**src/rtl/memory_access_sequencer.sv**
```systemverilog
// memory_access_sequencer: multi-cycle data-RAM port controller that stalls the core while an access is in flight.
// Define MEMORY_PROTECTION_EN to reject out-of-range and protected user-mode accesses.
module memory_access_sequencer #(
    parameter int ADDR_WIDTH     = 14,
    parameter int DATA_WIDTH     = 32,
    parameter int CODE_AREA_SIZE = 4096,
    parameter int USER_STACK_TOP = 6144,
    parameter int DATA_AREA_SIZE = 8192,
    parameter int READ_LATENCY   = 2
) (
    input  logic                  clock,
    input  logic                  reset,
    input  logic                  req_valid,
    input  logic                  req_write,
    input  logic [ADDR_WIDTH-1:0] req_address,
    input  logic [DATA_WIDTH-1:0] req_wdata,
    input  logic                  privilege_mode_flag,
    output logic                  req_ready,
    output logic                  resp_valid,
    output logic [DATA_WIDTH-1:0] resp_rdata,
    output logic                  fault,
    output logic                  stall,
    output logic [ADDR_WIDTH-1:0] mem_address,
    output logic [DATA_WIDTH-1:0] mem_wdata,
    output logic                  mem_we,
    input  logic [DATA_WIDTH-1:0] mem_rdata
);

    localparam int                   CNT_WIDTH = $clog2(READ_LATENCY + 1);
    localparam logic [CNT_WIDTH-1:0] CNT_INIT  = CNT_WIDTH'(READ_LATENCY);
    localparam logic [CNT_WIDTH-1:0] CNT_ONE   = CNT_WIDTH'(1);

    typedef enum logic [1:0] {
        IDLE  = 2'd0,
        READ  = 2'd1,
        WRITE = 2'd2,
        RESP  = 2'd3
    } state_t;

    state_t                state_q, state_d;
    logic [ADDR_WIDTH-1:0] mem_address_q, mem_address_d;
    logic [DATA_WIDTH-1:0] mem_wdata_q, mem_wdata_d;
    logic [DATA_WIDTH-1:0] resp_rdata_q, resp_rdata_d;
    logic [CNT_WIDTH-1:0]  cnt_q, cnt_d;
    logic                  accept;
    logic                  req_fault;

    assign accept = (state_q == IDLE) && req_valid;

`ifdef MEMORY_PROTECTION_EN
    localparam logic [31:0] CODE_LIMIT  = 32'(CODE_AREA_SIZE);
    localparam logic [31:0] STACK_LIMIT = 32'(USER_STACK_TOP);
    localparam logic [31:0] DATA_LIMIT  = 32'(DATA_AREA_SIZE);

    logic [31:0] addr_ext;
    logic        fault_q, fault_d;

    // The fault decision is made once at accept time and carried to the response cycle.
    always_comb begin
        addr_ext  = 32'(req_address);
        req_fault = (addr_ext >= DATA_LIMIT);
        if (!privilege_mode_flag) begin
            if (req_write && (addr_ext < CODE_LIMIT)) begin
                req_fault = 1'b1;
            end
            if ((addr_ext >= CODE_LIMIT) && (addr_ext < STACK_LIMIT)) begin
                req_fault = 1'b1;
            end
        end
        fault_d = fault_q;
        if (accept) begin
            fault_d = req_fault;
        end
    end

    always_ff @(posedge clock) begin
        if (reset) begin
            fault_q <= 1'b0;
        end else begin
            fault_q <= fault_d;
        end
    end

    assign fault = resp_valid && fault_q;
`else
    assign req_fault = 1'b0;
    assign fault     = 1'b0;
`endif

    always_comb begin
        state_d       = state_q;
        mem_address_d = mem_address_q;
        mem_wdata_d   = mem_wdata_q;
        resp_rdata_d  = resp_rdata_q;
        cnt_d         = cnt_q;
        req_ready     = 1'b0;
        resp_valid    = 1'b0;
        mem_we        = 1'b0;
        stall         = 1'b1;

        case (state_q)
            IDLE: begin
                req_ready = 1'b1;
                stall     = req_valid;
                if (req_valid) begin
                    mem_address_d = req_address;
                    mem_wdata_d   = req_wdata;
                    resp_rdata_d  = '0;
                    cnt_d         = CNT_INIT;
                    if (req_fault) begin
                        state_d = RESP;
                    end else if (req_write) begin
                        state_d = WRITE;
                    end else begin
                        state_d = READ;
                    end
                end
            end
            READ: begin
                // Count 1 marks the cycle in which the RAM data is valid.
                if (cnt_q == CNT_ONE) begin
                    resp_rdata_d = mem_rdata;
                    state_d      = RESP;
                end else begin
                    cnt_d = cnt_q - CNT_ONE;
                end
            end
            WRITE: begin
                mem_we  = 1'b1;
                state_d = RESP;
            end
            RESP: begin
                resp_valid = 1'b1;
                state_d    = IDLE;
            end
            default: begin
                state_d = IDLE;
            end
        endcase
    end

    always_ff @(posedge clock) begin
        if (reset) begin
            state_q       <= IDLE;
            mem_address_q <= '0;
            mem_wdata_q   <= '0;
            resp_rdata_q  <= '0;
            cnt_q         <= '0;
        end else begin
            state_q       <= state_d;
            mem_address_q <= mem_address_d;
            mem_wdata_q   <= mem_wdata_d;
            resp_rdata_q  <= resp_rdata_d;
            cnt_q         <= cnt_d;
        end
    end

    assign mem_address = mem_address_q;
    assign mem_wdata   = mem_wdata_q;
    assign resp_rdata  = resp_rdata_q;

endmodule

```
**config.mk**
```make
export PLATFORM = sky130hd
export DESIGN_NAME = memory_access_sequencer
export DESIGN_NICKNAME = d
export VERILOG_FILES = /design/src/rtl/memory_access_sequencer.sv
export SDC_FILE = /design/constraint.sdc
export NUM_CORES = 1
export LEC_CHECK = 0
export ABC_AREA = 1
export BUFFER_PORTS_ARGS = -buffer_cell sky130_fd_sc_hd__buf_2
export CAP_MARGIN = 15
export CORE_ASPECT_RATIO = 0.75
export CORE_UTILIZATION = 48
export DETAILED_ROUTE_END_ITERATION = 12
export PLACE_DENSITY = 0.95
export SLEW_MARGIN = 20
export SYNTH_ARGS = -nofsm -noshare
export SYNTH_HDL_FRONTEND = slang
export SYNTH_SLANG_ARGS = --single-unit
```
**constraint.sdc**
```tcl
create_clock -name clock -period 3.5 [get_ports clock]
set_clock_uncertainty 0.05 [all_clocks]
set_input_delay 0.7 -clock clock [delete_from_list [all_inputs] [get_ports clock]]
set_output_delay 0.7 -clock clock [all_outputs]
set_load 0.05 [all_outputs]
```
After elaboration in Yosys (flattened, before gate mapping)

Cells that the tools add are included.

Equal/unequal tests: 7
Reductions and logical operators: 6
$add $sub $neg: 1
Mux-type cells: 14

Operators with widths:

| operator            | count |
|---|---|
| $mux 32             | 2 |
| $pmux 32 s2         | 1 |
| $mux 2              | 5 |
| $pmux 2 s4          | 1 |
| $ne 2x2->1 const B  | 3 |
| $reduce_and 3->1    | 2 |
| $eq 2x1->1 const B  | 2 |
| $eq 2x2->1 const B  | 2 |
| $mux 1              | 4 |
| $pmux 2 s2          | 1 |
| $reduce_and 2->1    | 2 |
| $logic_not 2->1     | 1 |
| $reduce_bool 2->1   | 1 |
| $sub 2x1->2 const B | 1 |

Logic and storage cells: 33
Input port bits: 83
Flip-flop bits (word level): 82
Output and inout bits: 83

Longest topological paths before layout

Gate-level depths: netlist (run 1).

Word-level depth: 3
Mapped depth: 9
Depth with buffers taken out: 8

Worst setup path before layout (run 1)

No wires, ideal clock.

Path type: input to output
From: input port req_valid
To: output port stall
Path slack: 1602 ps
Arrival time: 1148 ps
Buffers on the path: 1
Cell stages on the path: 3
Required time: 2750 ps
Cell sequence: inv_1 -> nand2_2 -> buf_2

Longest elaborated chain between the ends: 1

Ends and longest elaborated chain:

| what            | RTL line | text |
|---|---|---|
| start, declared | 13       | `input logic req_valid,` |
| $mux 1          | 101      | `case (state_q)` |
| end, declared   | 22       | `output logic stall,` |

Every way passes these cells.

Final worst setup path (run 1)

From: register state_q[0]
To: output port stall

Longest elaborated chain between the ends: 2

Ends and longest elaborated chain:

| what                   | RTL line | text |
|---|---|---|
| start, declared        | 40       | `state_t state_q, state_d;` |
| start signal, assigned | 150      | `state_q <= state_d;` |
| $logic_not 2->1        | 101      |  |
| $mux 1                 | 101      |  |

Every way passes these cells.

==> results.md, run 1 <==
- # IOs: 166
- CTS max path bufs: 2
- DRC: 0
- Clock-pin slew on the worst setup and hold paths: 0.08 ns
- Synthesized area per cell: 8.02 um2
- Share of cells above drive strength 1: 34.9%
- CTS tree: built
- Post-CTS Setup Bufs: 0
- Gpl congestion: 0.786
- Post-CTS sizing: 0
- Clock share of power: 19.4%
- Post-CTS Hold Buffers: 0
- Slew headroom: 51.0%
- Number of synthesized flops with an enable pin: 0
- Vias per std cell: 5.12
- Hold endpoint: resp_rdata[27]
- HP Class: reg -> reg
- Critical Path Source Type: register
- Power Total: 3.55 mW
- Final hold viol count: 0
- Final max-slew violation count: 0
- Sequential power share: 33.8%
- Crit path DAT: 1.43 ns
- Outcome: completed
- # H-tree levels: 3
- Setup violators final: 0
- P_int: 1.84 mW
- Sequential fraction of the synthesis area: 51.7%
- Syn Inst Count: 396
- Largest net degree at the start of global routing: 50
- Pre-CTS setup slack: 1.29 ns
- Clock buffer count from CTS: 9
- Pwr/cell area: 863 nW/um2
- Synth top area share: 51.7%
- Via count: 3,204
- First-pass GRT wire length: 12.3 mm
- Synth cell count leaders: 96 x nor2_1, 82 x dfxtp_1, 44 x nand2_1
- RSZ-0062 raised after global routing: false
- Largest cells by area after synthesis: dfxtp_1 52%, nor2_1 11%, nand4_1 6.3%
- Synthesis-to-finish area growth: 29.4%
- Port Buffers: 163
- Synth unique cells: 21
- Reg-to-reg endpoint: mem_wdata[25]
- Die area: 6950 um2
- Max IR drop VDD: 505 uV
- Reg2reg start: state_q[0]
- Routed Antenna Nets: 0
- Grt total ovfl: 0
- Switching pwr: 1.71 mW
- Core area: 6350 um2
- Critical Path RT: 2.75 ns
- Initial antenna violation count: 0
- Pleak: 1.98 nW
- Measured slew at the worst slew-check pin: 0.735 ns
- Routed wire length: 7.95 mm
- Synth warn: 0
- Netlist Area Pre-Place: 3180 um2
- # rows: 25
- Fin cells: 626
- Critical-path maximum fanout: 4
- Final Util: 64.7%
- Syn_nets: 485
- Clock Latency Late Sink: 0.34 ns
- Clk root buf: clkbuf_8
- Initial DRT Pass Iterations: 4
- Diode count: 0
- Initial Util: 50.0%
- CTS Sinks: 82
- Most frequent cell after synthesis: nor2_1
- Final period util: 62.3%
- Post-DP HPWL: 5.46 mm
- Hold depth: 2
- Reg2reg path depth: 7
- Ys flop type: dfxtp_1
- Largest area contributor in the netlist: dfxtp_1
- Max Cap Viol: 0
- CP endpoint kind: output port
- Drt initial violations: 137
- CP Class: reg -> out
- Setup WS post-layout: 1.32 ns
- Hold path start: resp_rdata[27]
- Placed Instances: 610
- Asr flop ratio synth: 0%
- Routed length per instance: 12.7 um
- Fin crit period: 2.18 ns
- GR Util All Layers: 23.0%
- Max Freq: 459 MHz
- Die width: 95.9 um
- Vias in the first global route: 2,945
- Synth Register Bits: 82
- Logic pwr share: 46.8%
- Setup TNS: 0 ns
- Die height: 72.5 um
- Nets: 629
- Switching share of power: 48.2%
- FF-to-FF setup slack: 1.39 ns
stage by stage:
step           instance area [um2]  hold WS, ns
2_1_floorplan                 3180        0.402
6_report                      4110        0.412
3_5_place_dp                  3910        0.401
4_1_cts                       4110        0.412
3_3_place_gp                  3910        0.396
5_1_grt                       4110        0.430
power by group through the flow:
stage / Clock, mW / Combinational, mW / Sequential (mW)
3_3_place_gp: 0 / 1.61 / 1.21
3_5_place_dp: 0 / 1.66 / 1.22
6_report: 0.689 / 1.66 / 1.20
2_1_floorplan: 0 / 0.877 / 1.75
5_1_grt: 0.754 / 1.79 / 1.22
4_1_cts: 0.706 / 1.66 / 1.20
layout by cell type, fill, tap and decap left out:
cell type     n
clkbuf_1      1
nor2_1       96
bufinv_16     1
nand4_1      32
nand2_1      44
nand3_1       1
nand3b_1      1
ha_1          6
conb_1        1
o21ai_1      40
a21oi_1      36
nand2_2       3
clkinv_4      3
buf_4         4
o21ai_0       7
clkbuf_8     10
nand3_4       1
clkinvlp_4    1
inv_1         7
buf_2       163
and2_1        1
dfxtp_1      82
inv_2         4
worst max path at each step:
stage	startpoint	to	slack, ns	cells after the start
finish	state_q[0]	stall	1.32	4
floorplan	req_valid	stall	1.60	3
global placement	req_valid	mem_wdata[31]	1.37	6
CTS	state_q[0]	stall	1.29	4
global route	state_q[0]	mem_wdata[26]	1.18	7
detailed placement	req_valid	mem_wdata[25]	1.29	6
worst max-delay path, stage by stage, from the launching register on:
cell and delay [ns]:
dfxtp_1 0.39, inv_1 0.10, ha_1 0.24, nand2_2 0.09
buf_2 0.26
flip-flops by register name (all words and copies together) (netlist names):
name	count
cnt_q	2
resp_rdata	32
mem_address	14
state_q	2
mem_wdata	32
layer usage:
| layer | global-route usage, % | wire length, um | vias up |
|---|---|---|---|
| met2 | 41.6 | 3800 | 147 |
| li1 | - | - | 1597 |
| met3 | 9.96 | 650 | 17 |
| met5 | 0 | 0 | - |
| met1 | 23.8 | 3360 | 1443 |
| met4 | 7.96 | 132 | 0 |
kinds of logic after synthesis:
family                     synth area share [%]
adders and majority gates                  2.36
AOI/OAI and AO/OA                          13.1
DFF                                        51.7
other                                     0.118
and+or+nand+nor                            24.6
buffers and inverters                      8.19
layout make-up:
class	instances	area, um2
sequential	82	1640
fill	550	2240
inverter	11	41.3
tap	81	101
clock inverter	5	63.8
clock buffer	11	141
multi-input combinational	269	1270
timing repair buffer	167	846
(Power assumes the default switching activity.)
==> run 2: changes to the inputs <==
Settings changed: CORE_UTILIZATION 48 to 40, PLACE_DENSITY 0.95 to 0.87.
Clock period 3.5 ns to 1.9 ns, I/O delays scaled along.
==> results.md, run 2 (synthesized netlist as in run 1, its figures left out) <==
- Die width: 105 um (was 95.9 um)
- Share of cells above drive strength 1: 35.5% (was 34.9%)
- Post-DP HPWL: 5.79 mm (was 5.46 mm)
- Hold depth: 3 (was 2)
- Final hold viol count: 0 (unchanged)
- Max Cap Viol: 0 (unchanged)
- Final instance area: 4160 um2 (was 4110 um2)
- Routed wire length: 8.16 mm (was 7.95 mm)
- Post-CTS Hold Buffers: 0 (unchanged)
- Crit path DAT: 1.36 ns (was 1.43 ns)
- Gpl congestion: 0.744 (was 0.786)
- Vias per std cell: 4.89 (was 5.12)
- Reg2reg path depth: 6 (was 7)
- Initial DRT Pass Iterations: 4 (unchanged)
- Setup TNS: 0 ns (unchanged)
- Drt initial violations: 160 (was 137)
- # IOs: 166 (unchanged)
- Die area: 8310 um2 (was 6950 um2)
- Routed Antenna Nets: 0 (unchanged)
- Synthesis-to-finish area growth: 30.9% (was 29.4%)
- Initial antenna violation count: 0 (unchanged)
- Hold Slack: 0.226 ns (was 0.412 ns)
- Max IR drop VDD: 756 uV (was 505 uV)
- Die height: 79.2 um (was 72.5 um)
- Vias in the first global route: 3,025 (was 2,945)
- Routed length per instance: 12.6 um (was 12.7 um)
- Critical Path Source Type: register (unchanged)
- Critical-path maximum fanout: 8 (was 4)
- Nets: 632 (was 629)
- Largest net degree at the start of global routing: 47 (was 50)
- CTS Sinks: 82 (unchanged)
- Fin crit period: 1.79 ns
- Reg2reg start: state_q[1] (was state_q[0])
- DRC: 0 (unchanged)
- # rows: 27 (was 25)
- Clock-pin slew on the worst setup and hold paths: 0.08 ns (about the same)
- Hold path start: req_wdata[27] (was resp_rdata[27])
- Initial Util: 42.4% (was 50.0%)
- CP Class: reg -> out (unchanged)
- Hold endpoint: mem_wdata[27] (was resp_rdata[27])
- Pwr/cell area: 1570 nW/um2 (was 863 nW/um2)
- Setup WS post-layout: 0.111 ns (was 1.32 ns)
- First-pass GRT wire length: 13.1 mm (was 12.3 mm)
- Diode count: 0 (unchanged)
- Slew headroom: 50.4% (was 51.0%)
- Placed Instances: 633 (was 610)
- Measured slew at the worst slew-check pin: 0.744 ns (was 0.735 ns)
- CTS max path bufs: 2 (unchanged)
- Most common cell after layout, fill and taps aside: buf_2 (unchanged)
- Reg-to-reg endpoint: mem_address[3] (was mem_wdata[25])
- # H-tree levels: 3 (unchanged)
- Placed instance area: 3950 um2 (was 3910 um2)
- HP Class: in -> reg (was reg -> reg)
- GR Util All Layers: 19.3% (was 23.0%)
- Pleak: 1.99 nW (was 1.98 nW)
- Clock Latency Late Sink: 0.34 ns (about the same)
- Final max-slew violation count: 0 (unchanged)
- Max Freq: 559 MHz
- Clock buffer count from CTS: 9 (unchanged)
- Most frequent cells in the layout: 162 x buf_2, 96 x nor2_1, 81 x dfxtp_1 (was 163 x buf_2, 96 x nor2_1, 82 x dfxtp_1)
- Layout filler cell count: 726 (was 550)
- CTS tree: built (unchanged)
- Final period util: 94.2%
- Port Buffers: 163 (unchanged)
- Grt total ovfl: 0 (unchanged)
- CP endpoint kind: output port (unchanged)
- Clk root buf: clkbuf_8 (unchanged)
- Setup violators final: 0 (unchanged)
- Fin cells: 648 (was 626)
- FF-to-FF setup slack: 0.19 ns (was 1.39 ns)
- Outcome: completed (unchanged)
- RSZ-0062 raised after global routing: true (was false)
- Pre-CTS setup slack: 0.215 ns (was 1.29 ns)
- Via count: 3,169 (was 3,204)
- Critical Path RT: 1.47 ns (was 2.75 ns)
- Core area: 7500 um2 (was 6350 um2)
run 2: cell count changes in the layout (fill, tap and decap cells not counted):
cell / previous run / this run
buf_2: 163 / 162
buf_4: 4 / 7
buf_6: 0 / 1
clkbuf_1: 1 / 0
clkinv_2: 0 / 2
clkinv_4: 3 / 0
clkinvlp_4: 1 / 2
dfxtp_1: 82 / 81
dfxtp_2: 0 / 1
nand2_2: 3 / 2
nand2_4: 0 / 1
run 2: timing repair:
item                       in CTS  in global routing
hold endpoints to repair        0                  0
resized for setup               2                  2
setup endpoints to repair       1                  2
buffers inserted                0                  0
run 2: worst max-delay path, stage by stage, from the launching register on:
cell	delay, ns
dfxtp_1	0.36
inv_1	0.09
ha_1	0.25
nand2_4	0.14
buf_6	0.17
run 2: worst max path at each step:
stage	endpoint	start
after global placement	mem_address[6]	state_q[0]
after detailed placement	resp_rdata[2]	state_q[0]
after floorplan	stall	state_q[0]
after CTS	stall	state_q[0]
final	stall	state_q[1]
after global routing	mem_address[7]	state_q[1]
run 2: metrics by stage:
| stage | util (%) | power [mW] |
|---|---|---|
| 6_report | 55.4 | 6.53 |
| 5_1_grt | 55.4 | 6.92 |
| 4_1_cts | 55.4 | 6.56 |
| 3_5_place_dp | 52.7 | 5.32 |
| 3_3_place_gp | 52.7 | 5.21 |
| 2_1_floorplan | - | 4.83 |
run 2: power by group:
part	switching [mW]	total [mW]	internal, mW	leakage [nW]
combinational	2.38	3.10	0.714	1.23
clock	0.587	1.22	0.631	0.0941
sequential	0.165	2.21	2.05	0.672
total	3.14	6.53	3.39	1.99
run 2: area by class of cell:
type / instances / area (um2) / share of cell area [%]
flip-flops and latches: 82 / 1640 / 39.5
multi-input cells: 269 / 1280 / 30.8
repair buffers: 170 / 875 / 21.0
clock buffers: 10 / 138 / 3.31
well taps: 101 / 126 / 3.04
clock inverters: 5 / 55.1 / 1.32
inverters: 11 / 41.3 / 0.993
run 2: routing by layer:
| layer | up-vias | GRT usage (%) | share of wire [%] |
|---|---|---|---|
| met3 | 9 | 6.40 | 5.2 |
| met5 | - | 0 | 0 |
| li1 | 1604 | - | - |
| met4 | 0 | 6.62 | 1.0 |
| met2 | 94 | 34.5 | 50 |
| met1 | 1462 | 21.7 | 43 |
